**src/rtl/prio_queue_pkg.sv**
```systemverilog
// Shared widths for the PHOLD event scheduler queue, plus the cell next-state selector encoding.
package prio_queue_pkg;

    localparam int TW          = 16;
    localparam int LP_LSB      = TW;
    localparam int LP_WID      = 3;
    localparam int DW          = TW + LP_WID;
    localparam int QUEUE_DEPTH = 16;
    localparam int CNT_W       = $clog2(QUEUE_DEPTH + 1);

    typedef enum logic [1:0] {
        SEL_HOLD,
        SEL_PREV,
        SEL_NEXT,
        SEL_INP
    } cell_sel_e;

endpackage

```
**src/rtl/prio_queue_if.sv**
```systemverilog
// Enqueue/dequeue handshake and status bundle of the event priority queue.
interface prio_queue_if #(
    parameter int DW    = prio_queue_pkg::DW,
    parameter int CNT_W = prio_queue_pkg::CNT_W
);

    logic             enq;
    logic             deq;
    logic [DW-1:0]    inp_data;
    logic [DW-1:0]    out_data;
    logic             full;
    logic             empty;
    logic [CNT_W-1:0] elem_cnt;

    modport master (
        output enq, deq, inp_data,
        input  out_data, full, empty, elem_cnt
    );

    modport slave (
        input  enq, deq, inp_data,
        output out_data, full, empty, elem_cnt
    );

endinterface

```
**src/rtl/prio_queue_cell.sv**
```systemverilog
// One slot of the sorted systolic array: holds, shifts down, shifts up or captures the new entry.
module prio_queue_cell #(
    parameter int DW      = prio_queue_pkg::DW,
    parameter int CMP_WID = prio_queue_pkg::TW,
    parameter bit IS_HEAD = 1'b0
) (
    input  logic          clk,
    input  logic          reset,
    input  logic          do_enq,
    input  logic          do_deq,
    input  logic [DW-1:0] inp_data,
    input  logic          ins_above,
    input  logic          ins_below,
    input  logic          prev_valid,
    input  logic [DW-1:0] prev_data,
    input  logic          next_valid,
    input  logic [DW-1:0] next_data,
    output logic          ins,
    output logic          valid,
    output logic [DW-1:0] data
);
    import prio_queue_pkg::*;

    cell_sel_e sel;

    // The new entry belongs at or before this slot; strict compare keeps equal keys FIFO.
    assign ins = !valid || (inp_data[CMP_WID-1:0] < data[CMP_WID-1:0]);

    always_comb begin
        // NOTE: sel gets its default before the case so no path leaves it unassigned (no latch).
        sel = SEL_HOLD;
        case ({do_enq, do_deq})
            2'b10: if (ins) sel = ins_above ? SEL_PREV : SEL_INP;
            2'b01: sel = SEL_NEXT;
            // Head leaves, so position is judged against the entry that would move up into us.
            2'b11: begin
                if (!ins_below)
                    sel = SEL_NEXT;
                else if (IS_HEAD || !ins)
                    sel = SEL_INP;
            end
            default: sel = SEL_HOLD;
        endcase
    end

    // NOTE: state uses non-blocking assignments so all slots shift from the same pre-edge values.
    always_ff @(posedge clk) begin
        if (reset) begin
            // NOTE: slot data is cleared on reset too, so invalid slots always read as zero.
            valid <= 1'b0;
            data  <= '0;
        end else begin
            case (sel)
                SEL_PREV: begin
                    valid <= prev_valid;
                    data  <= prev_data;
                end
                SEL_NEXT: begin
                    valid <= next_valid;
                    data  <= next_data;
                end
                SEL_INP: begin
                    valid <= 1'b1;
                    data  <= inp_data;
                end
                default: begin
                    valid <= valid;
                    data  <= data;
                end
            endcase
        end
    end

endmodule

```
**src/rtl/prio_queue.sv**
```systemverilog
// Fixed-depth min-priority event queue: sorted shift-register array with show-ahead head output.
module prio_queue #(
    parameter int CMP_WID = prio_queue_pkg::TW,
    parameter int DW      = prio_queue_pkg::DW,
    parameter int DEPTH   = prio_queue_pkg::QUEUE_DEPTH,
    parameter int CNT_W   = prio_queue_pkg::CNT_W
) (
    input  logic         clk,
    input  logic         reset,
    prio_queue_if.slave  q
);

    logic [CNT_W-1:0] cnt;
    logic             full;
    logic             empty;
    logic             do_enq;
    logic             do_deq;

    // Index i+1 is slot i; index 0 and DEPTH+1 are the constant boundaries above/below the array.
    logic [DEPTH+1:0] ins_x;
    logic [DEPTH+1:0] valid_x;
    logic [DW-1:0]    data_x [DEPTH+2];

    assign full  = (cnt == CNT_W'(DEPTH));
    assign empty = (cnt == '0);

    // A dequeue frees a slot, so a simultaneous insert is accepted even when full.
    assign do_deq = q.deq && !empty;
    assign do_enq = q.enq && (!full || do_deq);

    assign ins_x[0]          = 1'b0;
    assign ins_x[DEPTH+1]    = 1'b1;
    assign valid_x[0]        = 1'b0;
    assign valid_x[DEPTH+1]  = 1'b0;
    assign data_x[0]         = '0;
    assign data_x[DEPTH+1]   = '0;

    for (genvar i = 0; i < DEPTH; i++) begin : g_slot
        prio_queue_cell #(
            .DW      (DW),
            .CMP_WID (CMP_WID),
            .IS_HEAD (i == 0)
        ) u_cell (
            .clk        (clk),
            .reset      (reset),
            .do_enq     (do_enq),
            .do_deq     (do_deq),
            .inp_data   (q.inp_data),
            .ins_above  (ins_x[i]),
            .ins_below  (ins_x[i+2]),
            .prev_valid (valid_x[i]),
            .prev_data  (data_x[i]),
            .next_valid (valid_x[i+2]),
            .next_data  (data_x[i+2]),
            .ins        (ins_x[i+1]),
            .valid      (valid_x[i+1]),
            .data       (data_x[i+1])
        );
    end

    always_ff @(posedge clk) begin
        if (reset)
            cnt <= '0;
        else if (do_enq && !do_deq)
            cnt <= cnt + CNT_W'(1);
        else if (do_deq && !do_enq)
            cnt <= cnt - CNT_W'(1);
    end

    assign q.out_data = valid_x[1] ? data_x[1] : '0;
    assign q.full     = full;
    assign q.empty    = empty;
    assign q.elem_cnt = cnt;

endmodule

```
**src/flat_wrapper.sv**
```systemverilog
// flat-port wrapper written by rule: the top's interface ports become plain ports
module prio_queue_flat 
#(
    parameter int CMP_WID = prio_queue_pkg::TW,
    parameter int DW      = prio_queue_pkg::DW,
    parameter int DEPTH   = prio_queue_pkg::QUEUE_DEPTH,
    parameter int CNT_W   = prio_queue_pkg::CNT_W
)
  (clk, reset, q_enq, q_deq, q_inp_data, q_out_data, q_full, q_empty, q_elem_cnt);
  prio_queue_if #(.DW(DW), .CNT_W(CNT_W)) q_i ();
  input  logic clk;
  input  logic reset;
  input wire logic [$bits(q_i.enq)-1:0] q_enq;
  input wire logic [$bits(q_i.deq)-1:0] q_deq;
  input wire logic [$bits(q_i.inp_data)-1:0] q_inp_data;
  output wire logic [$bits(q_i.out_data)-1:0] q_out_data;
  output wire logic [$bits(q_i.full)-1:0] q_full;
  output wire logic [$bits(q_i.empty)-1:0] q_empty;
  output wire logic [$bits(q_i.elem_cnt)-1:0] q_elem_cnt;
  assign q_i.enq = q_enq;
  assign q_i.deq = q_deq;
  assign q_i.inp_data = q_inp_data;
  assign q_out_data = q_i.out_data;
  assign q_full = q_i.full;
  assign q_empty = q_i.empty;
  assign q_elem_cnt = q_i.elem_cnt;
  prio_queue #(.CMP_WID(CMP_WID), .DW(DW), .DEPTH(DEPTH), .CNT_W(CNT_W)) u_core (.clk(clk), .reset(reset), .q(q_i));
endmodule
```
**config.mk**
```make
export PLATFORM = sky130hd
export DESIGN_NAME = prio_queue_flat
export DESIGN_NICKNAME = d
export VERILOG_FILES = /design/src/rtl/prio_queue_pkg.sv /design/src/rtl/prio_queue_if.sv /design/src/rtl/prio_queue_cell.sv /design/src/rtl/prio_queue.sv /design/src/flat_wrapper.sv
export SDC_FILE = /design/constraint.sdc
export NUM_CORES = 1
export LEC_CHECK = 0
export BUFFER_PORTS_ARGS = -buffer_cell sky130_fd_sc_hd__clkbuf_2
export CORE_ASPECT_RATIO = 1.75
export CORE_MARGIN = 4
export CORE_UTILIZATION = 35
export CTS_CLUSTER_SIZE = 30
export DETAILED_ROUTE_END_ITERATION = 16
export GPL_TIMING_DRIVEN = 0
export PLACE_DENSITY = 0.59
export SYNTH_ARGS = -nofsm -noshare
export SYNTH_HDL_FRONTEND = slang
export SYNTH_HIERARCHICAL = 1
export SYNTH_SLANG_ARGS = --single-unit
export TNS_END_PERCENT = 20
```
**constraint.sdc**
```tcl
create_clock -name clk -period 8.6 [get_ports clk]
set_clock_uncertainty 0.05 [all_clocks]
set_input_delay 0.43 -clock clk [delete_from_list [all_inputs] [get_ports clk]]
set_output_delay 0.43 -clock clk [all_outputs]
set_load 0.05 [all_outputs]
```
* Yosys cells after proc, flatten, opt, wreduce, memory -nomap -nowiden *
Index checks and enable logic that the tools add are counted.
Widths: inputs -> output; s select.

operators by class
  add/sub/neg operators = 2
  $lt $le $gt $ge = 16
  eq/ne operators = 52
  muxes and demuxes = 112
  reduce and logical (&&, ||, !) cells = 59

operators with widths
  cell                 count
  $pmux 19 s3          16
  $lt 16x16->1         16
  $mux 2               60
  $pmux 2 s3           16
  $eq 2x2->1 const B   34
  $pmux 1 s3           16
  $reduce_bool 3->1    16
  $eq 2x1->1 const B   17
  $logic_not 1->1      20
  $mux 19              1
  $logic_or 1x1->1     17
  $mux 5               2
  $add 5x1->5 const B  1
  $eq 5x5->1 const B   1
  $logic_not 5->1      1
  $sub 5x1->5 const B  1
  $logic_and 1x1->1    4
  $reduce_bool 2->1    1
  $mux 1               1

word-level totals
  register bits after elaboration = 325
  bits of input ports = 23
  output and inout bits = 26

* Longest topological paths before layout *
Gate-level depths: netlist (run 1).

  word-level depth = 9
  mapped depth = 15
  gate-level depth less buffers = 13

* Modules after synthesis *
Netlist (run 1), hierarchy kept.

modules (own cells, without submodules)
  module                                           instances  cells an instance  area an instance (um2)  seq. area each (um2)
  prio_queue_cell at u_core.g_slot[10].u_cell ...  14         196                1,465.2                 400.4
  prio_queue_cell at u_core.g_slot[0].u_cell       1          245                2,301.0                 400.4
  prio_queue_cell at u_core.g_slot[9].u_cell       1          227                1,749.2                 400.4
  prio_queue                                       1          66                 514.2                   100.1

* Least setup slack after synthesis (run 1) *
OpenSTA, ideal clock, no wires.

  path type = reg-to-reg
  start point = reg u_core.cnt[0] (netlist: u_core/q.elem_cnt[0])
  end point = reg u_core.g_slot[9].u_cell.data[10]
  setup time = 0.089 ns
  data arrival time = 4.259 ns
  required time = 8.461 ns
  path slack = 4.203 ns
  stages on the path, launching flop included = 11
  path buffers = 1
  period minus slack after synthesis = 4.397 ns
  cells stage by stage = dfxtp_1 > or4_4 > nor2_4 > a21boi_1 > inv_1 > nor4_1 > o21ai_0 > o211ai_1 > clkbuf_1 > a21oi_1 > a311oi_2

on the way
  elaborated cells between the ends (all ways) = 16

RTL lines
  what                                              line                   RTL
  start, declared                                   prio_queue.sv:13       logic [CNT_W-1:0] cnt;
  start signal, assigned                            prio_queue.sv:65       cnt <= cnt + CNT_W'(1);
  start signal, assigned                            prio_queue.sv:67       cnt <= cnt - CNT_W'(1);
  $eq 5x5->1 (*)                                    prio_queue.sv:24       assign full = (cnt == CNT_W'(DEPTH));
  named net q_full                                  flat_wrapper.sv:17     output wire logic [$bits(q_i.full)-1:0] q_full;
  $logic_not 1->1 (*)                               prio_queue.sv:29       assign do_enq = q.enq && (!full || do_deq);
  $logic_or 1x1->1 (*)                              prio_queue.sv:29
  $logic_and 1x1->1 (*)                             prio_queue.sv:29
  named net u_core.do_enq                           prio_queue.sv:16       logic do_enq;
  $eq 2x2->1 or $eq 2x1->1 (tied branches)          prio_queue_cell.sv:32  case ({do_enq, do_deq})
  $pmux 2 s3 (*)                                    prio_queue_cell.sv:32
  $eq 2x2->1 or $eq 2x1->1 (tied branches)          prio_queue_cell.sv:53  case (sel)
  $pmux 19 s3 or $reduce_bool 3->1 (tied branches)  -
  end signal, assigned                              prio_queue_cell.sv:56  data <= prev_data;
  end signal, assigned                              prio_queue_cell.sv:60  data <= next_data;
  end signal, assigned                              prio_queue_cell.sv:64  data <= inp_data;
  end, declared                                     prio_queue_cell.sv:20  output logic [DW-1:0] data

The timed path passes the listed nets; every way through them passes the cells marked *.
A chain may end at the register's enable or synchronous reset.

* Worst setup path after layout (run 1) *
  start point = in q_inp_data[1]
  end point = reg u_core.g_slot[0].u_cell.data[13]

on the way
  word-level cells in the longest chain between the ends = 6
  elaborated cells between the ends (all ways) = 12

ends and longest elaborated chain
  what                                              line                   RTL
  start, declared                                   flat_wrapper.sv:15     input wire logic [$bits(q_i.inp_data)-1:0] q_inp_data;
  $lt 16x16->1 (*)                                  prio_queue_cell.sv:27  assign ins = !valid || (inp_data[CMP_WID-1:0] < data[CMP_WID-1:0]);
  $logic_or 1x1->1 (*)                              prio_queue_cell.sv:27
  named net u_core.ins_x[2]                         prio_queue.sv:20       logic [DEPTH+1:0] ins_x;
  $mux 1 (*)                                        prio_queue_cell.sv:37  if (!ins_below)
  $pmux 2 s3 (*)                                    prio_queue_cell.sv:32
  $eq 2x2->1 or $eq 2x1->1 (tied branches)          prio_queue_cell.sv:53
  $pmux 19 s3 or $reduce_bool 3->1 (tied branches)  -
  end signal, assigned                              prio_queue_cell.sv:56
  end signal, assigned                              prio_queue_cell.sv:60
  end signal, assigned                              prio_queue_cell.sv:64
  end, declared                                     prio_queue_cell.sv:20

Marked as above.

==> results.toml, run 1 <==
[cells_and_area]
final-seq-area_mm2 = 0.00651
drive_gt1_frac = 0.0944
area_of_combinational_cells_with_multiple_inputs_mm2 = 0.0163
final_area_mm2 = 0.0279
utilization = 0.394
mostFrequentLayoutCells = "651 x nand2_1, 383 x a21oi_1, 325 x dfxtp_1, 323 x inv_1, 308 x nor2_1"
layout-area-overhead-vs-synth_pct = 11.3
layout.nets = 3682
filler_cell_count = 7449
diodes = 0
layout_commonest_cell = "nand2_1"

[floorplan]
start_util = 0.354
die_extent_in_x_um = 210
chipHeight_um = 362
core_mm2 = 0.0709
boundaryPins = 49
floorplan.die_area_mm2 = 0.0762
fp-row-count = 129

[worst_setup_path]
worstRegToRegCells = 12
timing.critical_path.mode_cell = "clkbuf_1"
cp_cell_sequence = "clkbuf_2, ha_1, a211o_1, a31oi_1, o221ai_2, a21o_2, inv_1, clkbuf_1, clkbuf_1, o21ai_0, a221o_1, a221oi_2"
r2r_slack_ns = 4.67
path_max_fanout = 33
critPathLaunchType = "primary input"
critical_path.reg2reg.endpoint = "u_core/g_slot[0].u_cell/data[13]"
max_stage_delay_ns = 0.56
worst_ep_required_time_ns = 9.02
cp_top_family = "buffers and inverters"
slowest_stage = "clkbuf_1"
timing.critical_path.buf_inv = 4
worstSetupPathType = "in2reg"
reg2reg_from = "u_core/g_slot[1].u_cell/data[2]"
critPathCaptureType = "register"
arrival_ns = 4.46

[sta]
hold_violations = 0
achievable-frequency_mhz = 248
slew_viol_final = 0
slew_headroom = 0.337
rsz0062_at_grt = "no"
period_needed_ns = 4.04
worstMarginPinSlew_ns = 0.994
min_period_over_period = 0.470
setup_violations_final = 0
setup_tns_ns = 0

[synth]
ys_warn_count = 6
netlist_area_mm2 = 0.0251
synth-edff-count = 0
mean_instance_size_in_the_synthesized_netlist_um2 = 7.64
ys_types = 74
synth-seq-cells = 325
seq_area_frac_synth = 0.259
asyncSetResetFlopFracSynth = 0
synth_flop_type = "dfxtp_1"
syn-instance-count = 3282

[detailed_routing]
drt.antenna.violating_nets = 0
detail_route.drc_violations = 0
vias_per_cell = 5.48
first_iter_violations = 1146
vias = 23900
wl_per_cell_um = 18.9
first_pass_iters = 5
routed_wirelength_mm = 82.3

[clock_tree]
clockBufferDepth = 3
cts_resized = 0
postCtsSetupRepairBufs = 0
clk_transition_reported_paths_ns = 0.06
h-tree-depth = 2
numClockSinks = 325
root_buffer = "clkbuf_16"
cts-buffers-inserted = 39
cts_hold_buf = 0
worstSkewPairLatency_ns = 0.55
cts_tree = "done"

[grt]
grt_util_met2 = 0.433
global_route.usage.total = 0.209
wire_length_of_the_first_global_routing_pass_mm = 130
grtUsageMet3 = 0.0212
grt_antenna_before_repair = 0
globalRoute.busiestLayer = "met2"
gr-total-overflow = 0
grt_max_degree = 40
vias_in_the_first_global_route = 24900
met1_track_usage_gr = 0.180

[power]
power_per_cell_area_mw_per_mm2 = 385
max-vdd-ir-drop_uv = 193
total_leakage_power_nw = 10.5

[worst_hold_path]
holdCritPathClass = "in2reg"
whs_path_depth = 2
whs_endpoint = "u_core/q.elem_cnt[2]"
hold_start = "reset"

[placed_design]
portBuffers = 47
dp_hpwl_mm = 66.3
postPlaceCellArea_mm2 = 0.0267
finalWeightedCongestion = 0.962

[status]
run_status = "finished clean"

[run]
drv_cap = 0
sequential cells by signal (all words and copies together) (netlist names):
| signal | flops |
|---|---|
| u_core/g_slot.u_cell/data | 304 |
| u_core/g_slot.u_cell/valid | 16 |
| u_core/q.elem_cnt | 5 |
Yosys cell counts (15+ instances only):
master    instances  share of area
nor4_1           17         0.0042
buf_2            44         0.0088
nor3_1           32         0.0064
inv_1           323          0.048
a221o_1          19         0.0076
buf_12           15          0.012
o21ai_0          61          0.012
a21o_2           16         0.0056
clkbuf_1        106          0.016
mux2i_1          20         0.0080
o22ai_1          33         0.0082
a221oi_2         19          0.011
ha_1            244           0.12
a31oi_1          16         0.0040
nand4_1          17         0.0042
nand3b_1         19         0.0057
a311oi_1        276          0.096
or3_1            16         0.0040
mux2_2           20         0.0090
buf_6            18         0.0081
and2_1           19         0.0047
a21oi_1         383          0.076
and3_1           18         0.0045
dfxtp_1         325           0.26
nor2_1          308          0.046
nand3_1          18         0.0036
nand2_1         651          0.097
a21o_1           18         0.0054
logic make-up (layout without fill, tap and decap cells):
kind of cell / after synthesis / after routing / share of synthesized area
and+or+nand+nor: 1140 / 1140 / 0.189
AOI/OAI and AO/OA: 1007 / 1007 / 0.313
buffers and inverters: 521 / 637 / 0.0985
DFF: 325 / 325 / 0.259
adders and majority gates: 245 / 245 / 0.123
muxes: 40 / 40 / 0.0170
other: 2 / 45 / 0.000299
xor gates and xnor gates: 2 / 2 / 0.000699
per-layer routing:
metal  wire, µm  part of all wire
met5          0                 0
met4       6350             0.077
met3       1910             0.023
met2      47100              0.57
met1      26900              0.33
worst max-delay path by stage:
stage                    startpoint                                to  slack (ns)  depth (start not counted)
5_1_grt              q_inp_data[11]   u_core/g_slot[9].u_cell/data[7]        4.38                         11
3_5_place_dp         q_inp_data[15]   u_core/g_slot[1].u_cell/data[7]        4.14                         12
2_1_floorplan  u_core/q.elem_cnt[0]  u_core/g_slot[9].u_cell/data[10]        4.20                         10
3_3_place_gp   u_core/q.elem_cnt[0]   u_core/g_slot[9].u_cell/data[2]        2.84                         10
4_1_cts               q_inp_data[1]  u_core/g_slot[0].u_cell/data[13]        4.68                         12
6_report              q_inp_data[1]  u_core/g_slot[0].u_cell/data[13]        4.56                         12
area by class of cell:
class / count / area share
Multi-Input combinational cell: 2479 / 0.583
Sequential cell: 325 / 0.233
Buffer: 196 / 0.0448
Clock buffer: 64 / 0.0438
Inverter: 325 / 0.0437
Tap cell: 917 / 0.0411
Timing Repair Buffer: 48 / 0.00914
Clock inverter: 4 / 0.00170
report_power, final:
part           switching (mW)  total (mW)  internal [mW]
clock network           0.685        1.68          0.995
logic                    3.77        6.03           2.26
registers               0.775        3.02           2.25
total                    5.23        10.7           5.51
per-stage QoR:
| stage | hold WS (ns) | total power [mW] | std cells | worst slack (ns) |
|---|---|---|---|---|
| after global routing | 0.155 | 11.7 | 4358 | 4.38 |
| after CTS | 0.107 | 10.8 | 4358 | 4.68 |
| after global placement | 0.436 | 8.94 | 4289 | 2.84 |
| after detailed placement | 0.438 | 9.07 | 4290 | 4.14 |
| final | 0.166 | 10.7 | 4358 | 4.56 |
| after floorplan | 0.409 | 7.32 | 3325 | 4.20 |
worst reg2reg max path, cell delays in order, from the launching register on:
cell	delay, ns
dfxtp_1	0.42
inv_1	0.07
ha_1	0.29
a211o_1	0.29
a31oi_1	0.20
o221ai_2	0.23
a21o_2	0.26
inv_1	0.20
clkbuf_1	0.53
clkbuf_1	0.56
o21ai_0	0.24
a221o_1	0.34
a221oi_2	0.17
Note: power is estimated with default switching activity, not from simulation.
==> run 2, diff against run 1 <==
Settings changed: PLACE_DENSITY 0.59 to 0.6.
Clock period 8.6 ns to 3.3 ns, I/O delays scaled along.
==> results.toml, run 2 (same netlist as run 1, synthesis figures left out) <==
[floorplan]
boundaryPins = 49
fp-row-count = 129
die_extent_in_x_um = 210
chipHeight_um = 362
floorplan.die_area_mm2 = 0.0762
core_mm2 = 0.0709
start_util = 0.354

[cells_and_area]
final_area_mm2 = 0.0286
layout_commonest_cell = "nand2_1"
filler_cell_count = 7388
layout-area-overhead-vs-synth_pct = 14.0
area_of_combinational_cells_with_multiple_inputs_mm2 = 0.0166
largest_register_ffs = 304
layout.nets = 3708
diodes = 0
registers.top_by_ff_count = "u_core/g_slot.u_cell/data"
final-seq-area_mm2 = 0.00653
drive_gt1_frac = 0.130
mostFrequentLayoutCells = "651 x nand2_1, 382 x a21oi_1, 319 x inv_1, 310 x dfxtp_1, 307 x nor2_1"

[worst_setup_path]
critPathLaunchType = "register"
cp_cell_sequence = "inv_1, ha_1, nand2_1, or3_1, o221ai_2, a21o_2, inv_1, a21boi_0, clkbuf_1, a21oi_1, a311oi_1"
slowest_stage = "a21boi_0"
reg2reg_from = "u_core/g_slot[4].u_cell/data[7]"
worst_ep_required_time_ns = 3.70
path_max_fanout = 10
max_stage_delay_ns = 0.42
critPathCaptureType = "register"
arrival_ns = 3.67
worstSetupPathType = "reg2reg"
timing.critical_path.mode_cell = "inv_1"
worstSetupStartpoint = "u_core/g_slot[4].u_cell/data[7]"

[detailed_routing]
wl_per_cell_um = 19.0
vias = 24100
first_pass_iters = 5
routed_wirelength_mm = 83.1
drt.antenna.violating_nets = 0
vias_per_cell = 5.51
first_iter_violations = 1084
detail_route.drc_violations = 0

[clock_tree]
cts_tree = "done"
cts-buffers-inserted = 38
clk_transition_reported_paths_ns = 0.06
worstSkewPairLatency_ns = 0.56
h-tree-depth = 2
clockBufferDepth = 3
numClockSinks = 325
root_buffer = "clkbuf_16"

[placed_design]
dp_hpwl_mm = 65.4
finalWeightedCongestion = 0.932
postPlaceCellArea_mm2 = 0.0266
portBuffers = 47

[grt]
gr-total-overflow = 0
grt_max_degree = 34
vias_in_the_first_global_route = 24900
wire_length_of_the_first_global_routing_pass_mm = 129
global_route.usage.total = 0.209
grt_antenna_before_repair = 0

[power]
total_leakage_power_nw = 10.8
final_total_pwr_mw = 28.7
max-vdd-ir-drop_uv = 494
power_per_cell_area_mw_per_mm2 = 1000

[sta]
min_period_over_period = 0.991
worstMarginPinSlew_ns = 1.00
rsz0062_at_grt = "yes"
slew_viol_final = 0
setup_violations_final = 0
achievable-frequency_mhz = 306
period_needed_ns = 3.27
slew_headroom = 0.333
hold_slack_ns = 0.0363
setup_tns_ns = 0
hold_violations = 0

[worst_hold_path]
holdCritPathClass = "in2reg"
hold_start = "reset"

[status]
run_status = "finished clean"

[run]
drv_cap = 0
-- run 2: cell count changes in the layout (fill, tap and decap cells not counted), moves of 8 or more --
cell,previous run,this run
buf_4,0,29
nor4_1,17,6
clkbuf_2,49,83
clkbuf_4,0,14
clkbuf_1,118,69
nor4_2,0,10
dfxtp_1,325,310
buf_2,44,32
a311oi_1,276,268
dfxtp_2,0,14
a311oi_2,10,18
-- run 2: cell type report --
cell class / count / area share
clock inverters: 6 / 0.00368
well taps: 917 / 0.0401
plain buffers: 194 / 0.0480
multi-input cells: 2481 / 0.579
repair buffers: 75 / 0.0161
inverters: 325 / 0.0431
clock buffers: 58 / 0.0413
flip-flops and latches: 325 / 0.228
-- run 2: worst paths after layout --
path	endpoint	slack, ns	cells after the start
worst max-delay path	u_core/g_slot[3].u_cell/data[14]	0.03	11
worst min-delay path	u_core/g_slot[2].u_cell/data[12]	0.04	2
worst max register to register	u_core/g_slot[3].u_cell/data[14]	0.03	11
worst min register to register	u_core/g_slot[0].u_cell/data[16]	0.44	2
-- run 2: timing repair --
action,4_1_cts,5_1_grt
hold buffers,1,0
endpoints found under the setup margin,189,298
resized for setup,35,139
hold endpoints to repair,5,0
gates cloned,2,1
pin swaps,9,26
buffers inserted,4,22
-- run 2: critical path: cells and delay by family (launching register included) --
family / cells / cell delay (ns)
AND/OR/NAND/NOR: 2 / 0.42
flip-flops: 1 / 0.38
AO/OA/AOI/OAI: 5 / 1.44
buffers and inverters: 3 / 0.61
adder cells (fa/ha/maj): 1 / 0.28
-- run 2: power breakdown --
group | total, mW | internal [mW] | switching [mW]
combinational | 16.3 | 6.24 | 10.1
clock | 4.46 | 2.68 | 1.78
sequential | 7.90 | 5.88 | 2.02
total | 28.7 | 14.8 | 13.9
-- run 2: stage by stage --
stage	utilization	std cells	setup slack, ns
3_3_place_gp	0.376	4289	-0.862
6_report	0.404	4381	0.0290
3_5_place_dp	0.376	4289	-0.881
5_1_grt	0.404	4381	-0.184
4_1_cts	0.396	4358	-0.0415
2_1_floorplan	-	3325	0.0724
-- run 2: routing by layer --
| layer | vias to the layer above | GRT usage | share of wire |
|---|---|---|---|
| met4 | 0 | 0.138 | 0.078 |
| met2 | 532 | 0.435 | 0.57 |
| met1 | 11300 | 0.181 | 0.33 |
| li1 | 12000 | - | - |
| met5 | - | 0 | 0 |
| met3 | 283 | 0.0208 | 0.025 |
